File: config.mk
export PLATFORM = sky130hd
export DESIGN_NAME = temp_stats_logger
export DESIGN_NICKNAME = d
export VERILOG_FILES = /design/src/rtl/thermo_pkg.sv /design/src/rtl/seq_divider.sv /design/src/rtl/temp_stats_logger.sv
export SDC_FILE = /design/constraint.sdc
export NUM_CORES = 1
export LEC_CHECK = 0
export BUFFER_PORTS_ARGS = -buffer_cell sky130_fd_sc_hd__buf_2
export CAP_MARGIN = 40
export CORE_MARGIN = 3
export CORE_UTILIZATION = 50
export CTS_BUF_LIST = sky130_fd_sc_hd__clkbuf_8
export DETAILED_ROUTE_END_ITERATION = 7
export PLACE_DENSITY = 0.77
export SYNTH_ARGS = -nofsm -noshare
export SYNTH_HDL_FRONTEND = slang
export SYNTH_SLANG_ARGS = --single-unit
File: constraint.sdc
create_clock -name CLK100MHZ -period 12.99 [get_ports CLK100MHZ]
set_clock_uncertainty 0.05 [all_clocks]
set_input_delay 2.598 -clock CLK100MHZ [delete_from_list [all_inputs] [get_ports CLK100MHZ]]
set_output_delay 2.598 -clock CLK100MHZ [all_outputs]
set_load 0.01 [all_outputs]
File: src/rtl/thermo_pkg.sv
// thermo_pkg: shared encodings and defaults for the thermometer datapath
package thermo_pkg;
  localparam int DEF_DATA_W = 8;
  typedef enum logic [1:0] {DISP_CUR = 2'b00, DISP_AVG = 2'b01, DISP_MAX = 2'b10, DISP_MIN = 2'b11} disp_e;
  typedef enum logic [1:0] {IDLE, READ_OLD, UPDATE, DIVIDE} state_e;
endpackage

File: src/rtl/seq_divider.sv
// seq_divider: restoring unsigned divider, one quotient bit per cycle, start/done handshake
module seq_divider #(
  parameter int N = 12,
  parameter int D = 5,
  parameter int Q = N
) (
  input  logic         clk_i,
  input  logic         abort_i,
  input  logic         start_i,
  input  logic [N-1:0] dividend_i,
  input  logic [D-1:0] divisor_i,
  output logic [Q-1:0] quotient_o,
  output logic         done_o
);
  localparam int NW = $clog2(N);
  logic [D-1:0] a_q, a_d, d_q, src_a, src_d;
  logic [N-1:0] q_q, q_d, src_q;
  logic [D:0] sh, diff;
  logic [NW-1:0] n_q;
  logic busy_q, done_q, ge;
  assign quotient_o = q_q[Q-1:0];
  assign done_o = done_q;
  // one restoring step; the start cycle performs the first step so done lands N cycles after start
  always_comb begin
    src_a = start_i ? '0 : a_q;
    src_q = start_i ? dividend_i : q_q;
    src_d = start_i ? divisor_i : d_q;
    sh = {src_a, src_q[N-1]};
    diff = sh - {1'b0, src_d};
    ge = ~diff[D];
    a_d = ge ? diff[D-1:0] : sh[D-1:0];
    q_d = {src_q[N-2:0], ge};
  end
  // load on start, iterate while busy, pulse done after the last step
  always_ff @(posedge clk_i)
    if (abort_i) begin
      busy_q <= 1'b0;
      done_q <= 1'b0;
    end else begin
      done_q <= busy_q && !start_i && n_q == NW'(1);
      busy_q <= start_i || (busy_q && n_q != NW'(1));
      if (start_i || busy_q) begin
        a_q <= a_d;
        q_q <= q_d;
      end
      if (start_i) begin
        d_q <= divisor_i;
        n_q <= NW'(N - 1);
      end else if (busy_q)
        n_q <= n_q - NW'(1);
    end
endmodule

File: src/rtl/temp_stats_logger.sv
// temp_stats_logger: periodic temperature history with windowed average, max/min and display mux
module temp_stats_logger
  import thermo_pkg::*;
#(
  parameter int DATA_W     = DEF_DATA_W,
  parameter int DEPTH      = 16,
  parameter int SAMPLE_DIV = 100_000_000
) (
  input  logic                     CLK100MHZ,
  input  logic                     CPU_RESETN,
  input  logic [DATA_W-1:0]        temp_in,
  input  logic                     clear,
  input  logic [1:0]               mode_sel,
  input  logic [$clog2(DEPTH)-1:0] rd_addr,
  output logic [DATA_W-1:0]        rd_data,
  output logic [DATA_W-1:0]        disp_data,
  output logic [DATA_W-1:0]        avg_temp,
  output logic [DATA_W-1:0]        max_temp,
  output logic [DATA_W-1:0]        min_temp,
  output logic [$clog2(DEPTH):0]   count,
  output logic                     buf_full,
  output logic                     stats_valid
);
  localparam int ADDR_W = $clog2(DEPTH);
  localparam int SUM_W  = DATA_W + ADDR_W;
  localparam int CNT_W  = $clog2(SAMPLE_DIV);
  state_e state_q, state_d;
  logic [CNT_W-1:0] div_q;
  logic [ADDR_W-1:0] ptr_q, ptr_d;
  logic [SUM_W-1:0] sum_q, sum_d;
  logic [ADDR_W:0] cnt_q, cnt_d;
  logic [DATA_W-1:0] max_q, max_d, min_q, min_d, new_q, new_d, old_q, avg_q, avg_d, disp_q, disp_d, rd_q, quo;
  logic valid_q, valid_d, tick, full, abort, done;
  logic [DATA_W-1:0] mem [DEPTH];
  assign abort = clear | ~CPU_RESETN;
  assign tick = div_q == CNT_W'(SAMPLE_DIV - 1);
  assign full = cnt_q == (ADDR_W + 1)'(DEPTH);
  assign rd_data = rd_q;
  assign disp_data = disp_q;
  assign avg_temp = avg_q;
  assign max_temp = max_q;
  assign min_temp = cnt_q == '0 ? '0 : min_q;
  assign count = cnt_q;
  assign buf_full = full;
  assign stats_valid = valid_q;
  assign disp_d = mode_sel == DISP_CUR ? temp_in : mode_sel == DISP_AVG ? avg_temp : mode_sel == DISP_MAX ? max_temp : min_temp;
  // free-running sample timer, restarted by reset or clear
  always_ff @(posedge CLK100MHZ)
    div_q <= abort || tick ? '0 : div_q + CNT_W'(1);
  // one sample per tick: capture, fetch evicted slot, update window, then divide
  always_comb begin
    state_d = state_q;
    new_d = new_q;
    ptr_d = ptr_q;
    sum_d = sum_q;
    cnt_d = cnt_q;
    max_d = max_q;
    min_d = min_q;
    avg_d = avg_q;
    valid_d = 1'b0;
    case (state_q)
      IDLE: if (tick) begin
        new_d = temp_in;
        state_d = READ_OLD;
      end
      READ_OLD: state_d = UPDATE;
      UPDATE: begin
        ptr_d = ptr_q + ADDR_W'(1);
        cnt_d = full ? cnt_q : cnt_q + (ADDR_W + 1)'(1);
        sum_d = (full ? sum_q - SUM_W'(old_q) : sum_q) + SUM_W'(new_q);
        max_d = new_q > max_q ? new_q : max_q;
        min_d = new_q < min_q ? new_q : min_q;
        state_d = DIVIDE;
      end
      DIVIDE: if (done) begin
        avg_d = quo;
        valid_d = 1'b1;
        state_d = IDLE;
      end
      default: state_d = IDLE;
    endcase
  end
  // FSM and statistics registers; clear behaves exactly like reset here
  always_ff @(posedge CLK100MHZ)
    if (abort) begin
      state_q <= IDLE;
      new_q <= '0;
      ptr_q <= '0;
      sum_q <= '0;
      cnt_q <= '0;
      max_q <= '0;
      min_q <= '1;
      avg_q <= '0;
      valid_q <= 1'b0;
      disp_q <= '0;
    end else begin
      state_q <= state_d;
      new_q <= new_d;
      ptr_q <= ptr_d;
      sum_q <= sum_d;
      cnt_q <= cnt_d;
      max_q <= max_d;
      min_q <= min_d;
      avg_q <= avg_d;
      valid_q <= valid_d;
      disp_q <= disp_d;
    end
  // port A: read-first, the evicted value is fetched while the new sample waits for UPDATE
  always_ff @(posedge CLK100MHZ) begin
    if (state_q == UPDATE && !abort) mem[ptr_q] <= new_q;
    old_q <= mem[ptr_q];
  end
  // port B readback, independent of the FSM
  always_ff @(posedge CLK100MHZ)
    rd_q <= CPU_RESETN ? mem[rd_addr] : '0;
  seq_divider #(.N(SUM_W), .D(ADDR_W + 1), .Q(DATA_W)) u_div (
    .clk_i(CLK100MHZ),
    .abort_i(abort),
    .start_i(state_q == UPDATE),
    .dividend_i(sum_d),
    .divisor_i(cnt_d),
    .quotient_o(quo),
    .done_o(done)
  );
endmodule

==> metrics, run 1 <==
total congestion overflow=0; sequential-to-total area share from yosys stat=0.535; clock tree from TritonCTS=built; fraction of layout cells with a size suffix above 1=0.214; wirelength, routed=29000 um; global-route wire length before repair=46100 um; latest clock arrival within the worst-skew pair=560 ps; Syn-to-layout area delta=11.9%; PortBufs=63; largest driver fanout on the critical path=8; hold-fix buffer count after cts=0; number of global-route vias before repair=8424; post-layout instance count excluding filler cells=1429; crit path capture type=flop; mean area per synthesized cell=12.8 um2; library cell occupying the most area in the post-synthesis netlist=sky130_fd_sc_hd__edfxtp_1; Core Util, Final=0.577; Vias=8296; count of maximum capacitance violations=0; top flip-flop cell by instance count after synthesis=sky130_fd_sc_hd__edfxtp_1; post-CTS clock slew at the launch and capture registers of the worst setup and hold paths=70 ps; Leak=5.67 nW; Period minus WS final=5390 ps; met1 demand-to-capacity share in global routing=0.301; instance area at placement=0.0134 mm2; top cells by area, synth=sky130_fd_sc_hd__edfxtp_1 36%, sky130_fd_sc_hd__dfxtp_1 17%, sky130_fd_sc_hd__mux4_2 15%, sky130_fd_sc_hd__ha_1 4.8%, sky130_fd_sc_hd__nor2_1 2.5%; cell at the root of the clock tree=sky130_fd_sc_hd__clkbuf_8; HP Class=reg -> reg; number of buffers created by CTS=45; post_cts resized=0; Hold Vio Cnt, Final=0; via-per-instance ratio=5.81; Pwr Density=113 mW/mm2; Distinct cells, synth=56; # IOs=64; DRT antenna net count=0; number of design-rule violations left by the first detailed-router iteration=681; share of synthesized flip-flops with an asynchronous set or reset=0; synthesized instance count=994; maximum buffer depth of the clock tree=3; maximum vdd ir drop=76.2 uV; final setup violating endpoints=0; H-tree level count=2; core region area=0.0247 mm2; Setup CP Type=reg -> reg; maximum clock frequency=185 MHz; Cell Rows=57; Sinks on Clock Net=263; post-synth design cell area=0.0127 mm2; Critical Path AT=5640 ps; setup repair after global routing missed its margin=no; Most Crowded Layer GR=met2; average detailed-routed wire length per instance=20.3 um; M3 GR Usage=0.0551; Total Nets Final=1139; slew of the pin with the lowest slew margin=928 ps; width of the die=166 um; met2 demand-to-capacity share in global routing=0.346; number of antenna violations at the first check in global routing=0; total negative slack for setup checks=0 ps; effective utilization at floorplan=0.516; pin count of the biggest net entering global routing=56; Final Max Slew Viols=0; share of the clock period used by the worst path after layout=0.415; Post-CTS Setup Repair Bufs=0; RePlAce Congestion=0.850; net count of the mapped netlist=1063; Max-Slew Margin vs Limit=0.380; area fraction of the dominant cell type after synthesis=0.363; count of warnings emitted by yosys=0; die outline height=166 um; required arrival time at the worst endpoint=13230 ps; flip-flop and latch count after synthesis=263; result of the run=completed; number of synthesized flops with an enable pin=154; die area=0.0274 mm2; Worst setup SP type=flop; Detail Placement HPWL=19500 um; finished layout cell area=0.0142 mm2; worst hold-check slack=411 ps; total inserted antenna cells=0; placed cell count=1347; number of DRC violations after detailed routing=0; global-route usage over all layers=0.220; number of iterations in the first detailed-routing pass=5
## cells in the final DEF, fill, tap and decap left out, drive strengths merged, types with 3 or more instances in the layout
master and count:
fa 3, nor3 13, clkbuf 52, mux4 84, nand2b 8, or3 5, inv 68, nor2 87
o211ai 4, mux2i 23, xor2 29, mux2 4, ha 49, nor4b 4, nand4 7, o21ai 37
clkinv 17, dfxtp 109, xnor2 24, a221oi 4, o21a 5, buf 75, nand2 60, nand3 48
and3 10, a21o 16, a211oi 3, edfxtp 154, nor2b 10, a21oi 42, and2 30
## layer usage
layer,vias up,routed length [um]
li1,3840,-
met1,4024,12200
met2,368,13300
met3,64,2690
met4,0,877
met5,-,0
## synth_stat cells, drive strengths merged, types with 23 or more instances
library cell / count
edfxtp: 154
dfxtp: 109
nor2: 87
mux4: 84
nand2: 60
inv: 55
ha: 49
nand3: 48
a21oi: 42
o21ai: 37
clkbuf: 32
and2: 30
xor2: 29
xnor2: 24
mux2i: 23
## area by class of cell
type | instances | area [um2]
Sequential cell | 263 | 6810
Tap cell | 324 | 405
Fill cell | 2015 | 10400
Timing Repair Buffer | 75 | 445
Clock inverter | 30 | 136
Multi-Input combinational cell | 630 | 5530
Clock buffer | 52 | 716
Inverter | 55 | 206
## cells by family after synthesis
kind of cell               Yosys count  synth area share
buffers and inverters              101            0.0314
adders and majority gates           52            0.0529
AOI/OAI and AO/OA                  123            0.0600
and+or+nand+nor                    291             0.114
xor gates and xnor gates            53            0.0365
muxes                              111             0.170
DFF                                263             0.535
## final timing paths
| path | slack, ps | cells after the start | endpoint | from |
|---|---|---|---|---|
| worst max register to register | 7600 | 25 | u_div.a_q[4] | sum_q[0] |
| worst max-delay path | 7600 | 25 | u_div.a_q[4] | sum_q[0] |
| worst min-delay path | 410 | 1 | div_q[0] | div_q[0] |
| worst min register to register | 410 | 1 | div_q[0] | div_q[0] |
## metrics by stage
step / worst slack [ps] / power [mW]
floorplan: 8220 / 0.921
global placement: 7610 / 0.932
detailed placement: 7570 / 0.932
CTS: 7620 / 1.63
global route: 7280 / 1.67
finish: 7600 / 1.61
## power by group
group          total, mW  switching (mW)  internal (mW)
registers          0.876        0.000723          0.876
clock network      0.698           0.331          0.367
logic             0.0385          0.0217         0.0168
total               1.61           0.354           1.26
## sequential cells by signal (all words and copies together), names as in the netlist
name and cells:
u_div.busy_q 1, u_div.d_q 5, avg_temp 8, new_q 8, u_div.n_q 4, rd_data 8, old_q 8, stats_valid 1
u_div.a_q 5, mem 128, sum_q 12, ptr_q 4, state_q 2, max_temp 8, count 5, disp_data 8
div_q 27, u_div.q_q 12, u_div.done_o 1, min_q 8
## worst max-delay path, cell delays in order (launching register included)
cell	delay [ps]
sky130_fd_sc_hd__dfxtp_1	330
sky130_fd_sc_hd__inv_1	60
sky130_fd_sc_hd__ha_1	170
sky130_fd_sc_hd__inv_1	60
sky130_fd_sc_hd__fa_1	420
sky130_fd_sc_hd__a21o_1	180
sky130_fd_sc_hd__a21oi_1	160
sky130_fd_sc_hd__xor2_1	170
sky130_fd_sc_hd__o21ai_0	100
sky130_fd_sc_hd__ha_1	340
sky130_fd_sc_hd__a21oi_1	200
sky130_fd_sc_hd__o211ai_1	170
sky130_fd_sc_hd__a31o_2	270
sky130_fd_sc_hd__o21ai_2	90
sky130_fd_sc_hd__nor2_1	80
sky130_fd_sc_hd__a31oi_2	250
sky130_fd_sc_hd__mux2i_1	280
sky130_fd_sc_hd__nor2_1	80
sky130_fd_sc_hd__ha_1	180
sky130_fd_sc_hd__inv_1	90
sky130_fd_sc_hd__a21o_1	110
sky130_fd_sc_hd__a21o_1	130
sky130_fd_sc_hd__a21o_1	120
sky130_fd_sc_hd__a21oi_1	70
sky130_fd_sc_hd__xnor2_1	590
sky130_fd_sc_hd__mux2_2	420
(Power assumes the default switching activity.)
==> run 2, diff against run 1 <==
==> constraint.sdc (replaced) <==
create_clock -name CLK100MHZ -period 5.1 [get_ports CLK100MHZ]
set_clock_uncertainty 0.05 [all_clocks]
set_input_delay 1.02 -clock CLK100MHZ [delete_from_list [all_inputs] [get_ports CLK100MHZ]]
set_output_delay 1.02 -clock CLK100MHZ [all_outputs]
set_load 0.01 [all_outputs]
==> metrics, run 2 (synthesis gave the netlist of run 1 again) <==
Vias=8371; number of global-route vias before repair=8266; maximum buffer depth of the clock tree=3; area occupied by multi-input gates=0.00560 mm2; via-per-instance ratio=5.81; flip-flop and latch area=0.00681 mm2; share of the clock period used by the worst path after layout=0.959; Hold Vio Cnt, Final=0; Final Max Slew Viols=0; Sinks on Clock Net=263; leading cell type in the layout, fill and taps excluded=sky130_fd_sc_hd__edfxtp_1; final setup violating endpoints=0; source of the worst register-to-register timing path=sum_q[0]; total inserted antenna cells=0; fraction of layout cells with a size suffix above 1=0.240; result of the run=completed; wirelength, routed=29600 um; Setup CP Type=reg -> reg; Total Nets Final=1153; Largest Register=mem; max reg flops=128; PortBufs=63; core region area=0.0247 mm2; global-route usage over all layers=0.220; maximum clock frequency=204 MHz; pin count of the biggest net entering global routing=54; launching element of the worst setup path=sum_q[0]; biggest registers after layout=mem: 128 flops, div_q: 27 flops; number of DRC violations after detailed routing=0; maximum vdd ir drop=214 uV; count of maximum capacitance violations=0; crit path capture type=flop; width of the die=166 um; H-tree level count=2; Leak=5.29 nW; Max-Slew Margin vs Limit=0.366; number of design-rule violations left by the first detailed-router iteration=652; effective utilization at floorplan=0.516; instance area at placement=0.0134 mm2; latest clock arrival within the worst-skew pair=560 ps; reg-to-reg setup timing slack=210 ps; number of buffers created by CTS=42; cell at the root of the clock tree=sky130_fd_sc_hd__clkbuf_8; Cell Rows=57; hold_sp=div_q[0]; RePlAce Congestion=0.823; die area=0.0274 mm2; CP Capture Point=u_div.a_q[0]; global-route wire length before repair=46000 um; total congestion overflow=0; cell count of the worst reg-to-reg path=27; die outline height=166 um; critical register-to-register path endpoint=u_div.a_q[0]; clock tree from TritonCTS=built; number of antenna violations at the first check in global routing=0; average detailed-routed wire length per instance=20.5 um; post-CTS clock slew at the launch and capture registers of the worst setup and hold paths=60 ps; Syn-to-layout area delta=12.9%; top library cells by usage in the layout, fill and taps aside=154 x sky130_fd_sc_hd__edfxtp_1, 106 x sky130_fd_sc_hd__dfxtp_1, 85 x sky130_fd_sc_hd__nor2_1; Detail Placement HPWL=20000 um; HP Class=reg -> reg; largest driver fanout on the critical path=5; slew of the pin with the lowest slew margin=950 ps; DRT antenna net count=0; Filler Cell Count=1958; Period minus WS final=4890 ps; # IOs=64; Pwr Density=283 mW/mm2; Core Util, Final=0.582; number of iterations in the first detailed-routing pass=5; required arrival time at the worst endpoint=5350 ps; Critical Path AT=5140 ps; finished layout cell area=0.0144 mm2; Worst setup SP type=flop
-- run 2: layer usage --
layer  part of all wire  vias to the layer above  wire length, um  global-route usage
met5                  0                        -                0                   0
met4              0.020                        0              605              0.0628
met3              0.075                       53             2230              0.0402
met2               0.48                      351            14100               0.351
met1               0.43                     4102            12700               0.311
li1                   -                     3865                -                   -
-- run 2: per-stage QoR --
stage | setup slack (ps) | hold WS (ps) | setup TNS, ps | power, mW | instances
floorplan | 328 | 380 | 0 | 2.35 | 994
global placement | 146 | 393 | 0 | 2.39 | 1355
detailed placement | -38.8 | 404 | -98.5 | 2.39 | 1357
CTS | 43.3 | 417 | 0 | 4.09 | 1433
global route | -68.7 | 439 | -149 | 4.20 | 1440
finish | 209 | 413 | 0 | 4.07 | 1440
-- run 2: layout make-up --
cell class	instances	share of cell area
clock buffers	50	0.0479
clock inverters	26	0.00836
inverters	55	0.0144
multi-input cells	630	0.390
flip-flops and latches	263	0.474
well taps	324	0.0282
repair buffers	92	0.0374
-- run 2: how the worst min path moves through the flow --
| stage | end | depth (start not counted) |
|---|---|---|
| 6_report | div_q[0] | 1 |
| 5_1_grt | div_q[0] | 1 |
| 4_1_cts | div_q[0] | 1 |
| 3_5_place_dp | div_q[0] | 1 |
| 3_3_place_gp | div_q[0] | 1 |
| 2_1_floorplan | div_q[0] | 1 |
-- run 2: critical path: stages, from the launching register on --
cell	delay, ps
sky130_fd_sc_hd__dfxtp_2	330
sky130_fd_sc_hd__inv_1	60
sky130_fd_sc_hd__ha_2	170
sky130_fd_sc_hd__inv_1	60
sky130_fd_sc_hd__fa_2	420
sky130_fd_sc_hd__a21o_1	200
sky130_fd_sc_hd__a21oi_2	120
sky130_fd_sc_hd__xor2_1	150
sky130_fd_sc_hd__o21ai_1	90
sky130_fd_sc_hd__ha_1	340
sky130_fd_sc_hd__o211ai_1	120
sky130_fd_sc_hd__o211ai_1	240
sky130_fd_sc_hd__a31o_2	230
sky130_fd_sc_hd__o21ai_4	70
sky130_fd_sc_hd__nor4b_4	130
sky130_fd_sc_hd__a31oi_2	210
sky130_fd_sc_hd__mux2i_1	120
sky130_fd_sc_hd__nor2_1	110
sky130_fd_sc_hd__ha_2	180
sky130_fd_sc_hd__inv_1	60
sky130_fd_sc_hd__a21o_1	150
sky130_fd_sc_hd__a21o_1	170
sky130_fd_sc_hd__a21o_1	160
sky130_fd_sc_hd__a21oi_2	160
sky130_fd_sc_hd__xnor2_2	190
sky130_fd_sc_hd__buf_4	200
sky130_fd_sc_hd__nand2_1	60
sky130_fd_sc_hd__o31a_1	90
-- run 2: report_power, final --
| part | internal (mW) | switching (mW) | leakage [nW] |
|---|---|---|---|
| registers | 2.23 | 0.00228 | 2.12 |
| logic | 0.0499 | 0.0597 | 2.69 |
| clock network | 0.897 | 0.827 | 0.477 |
-- run 2: what timing repair did --
action,CTS,global route
hold buffers,0,0
setup buffers,0,7
endpoints found under the setup margin,2,6
resized for setup,1,21
pin swaps,0,18
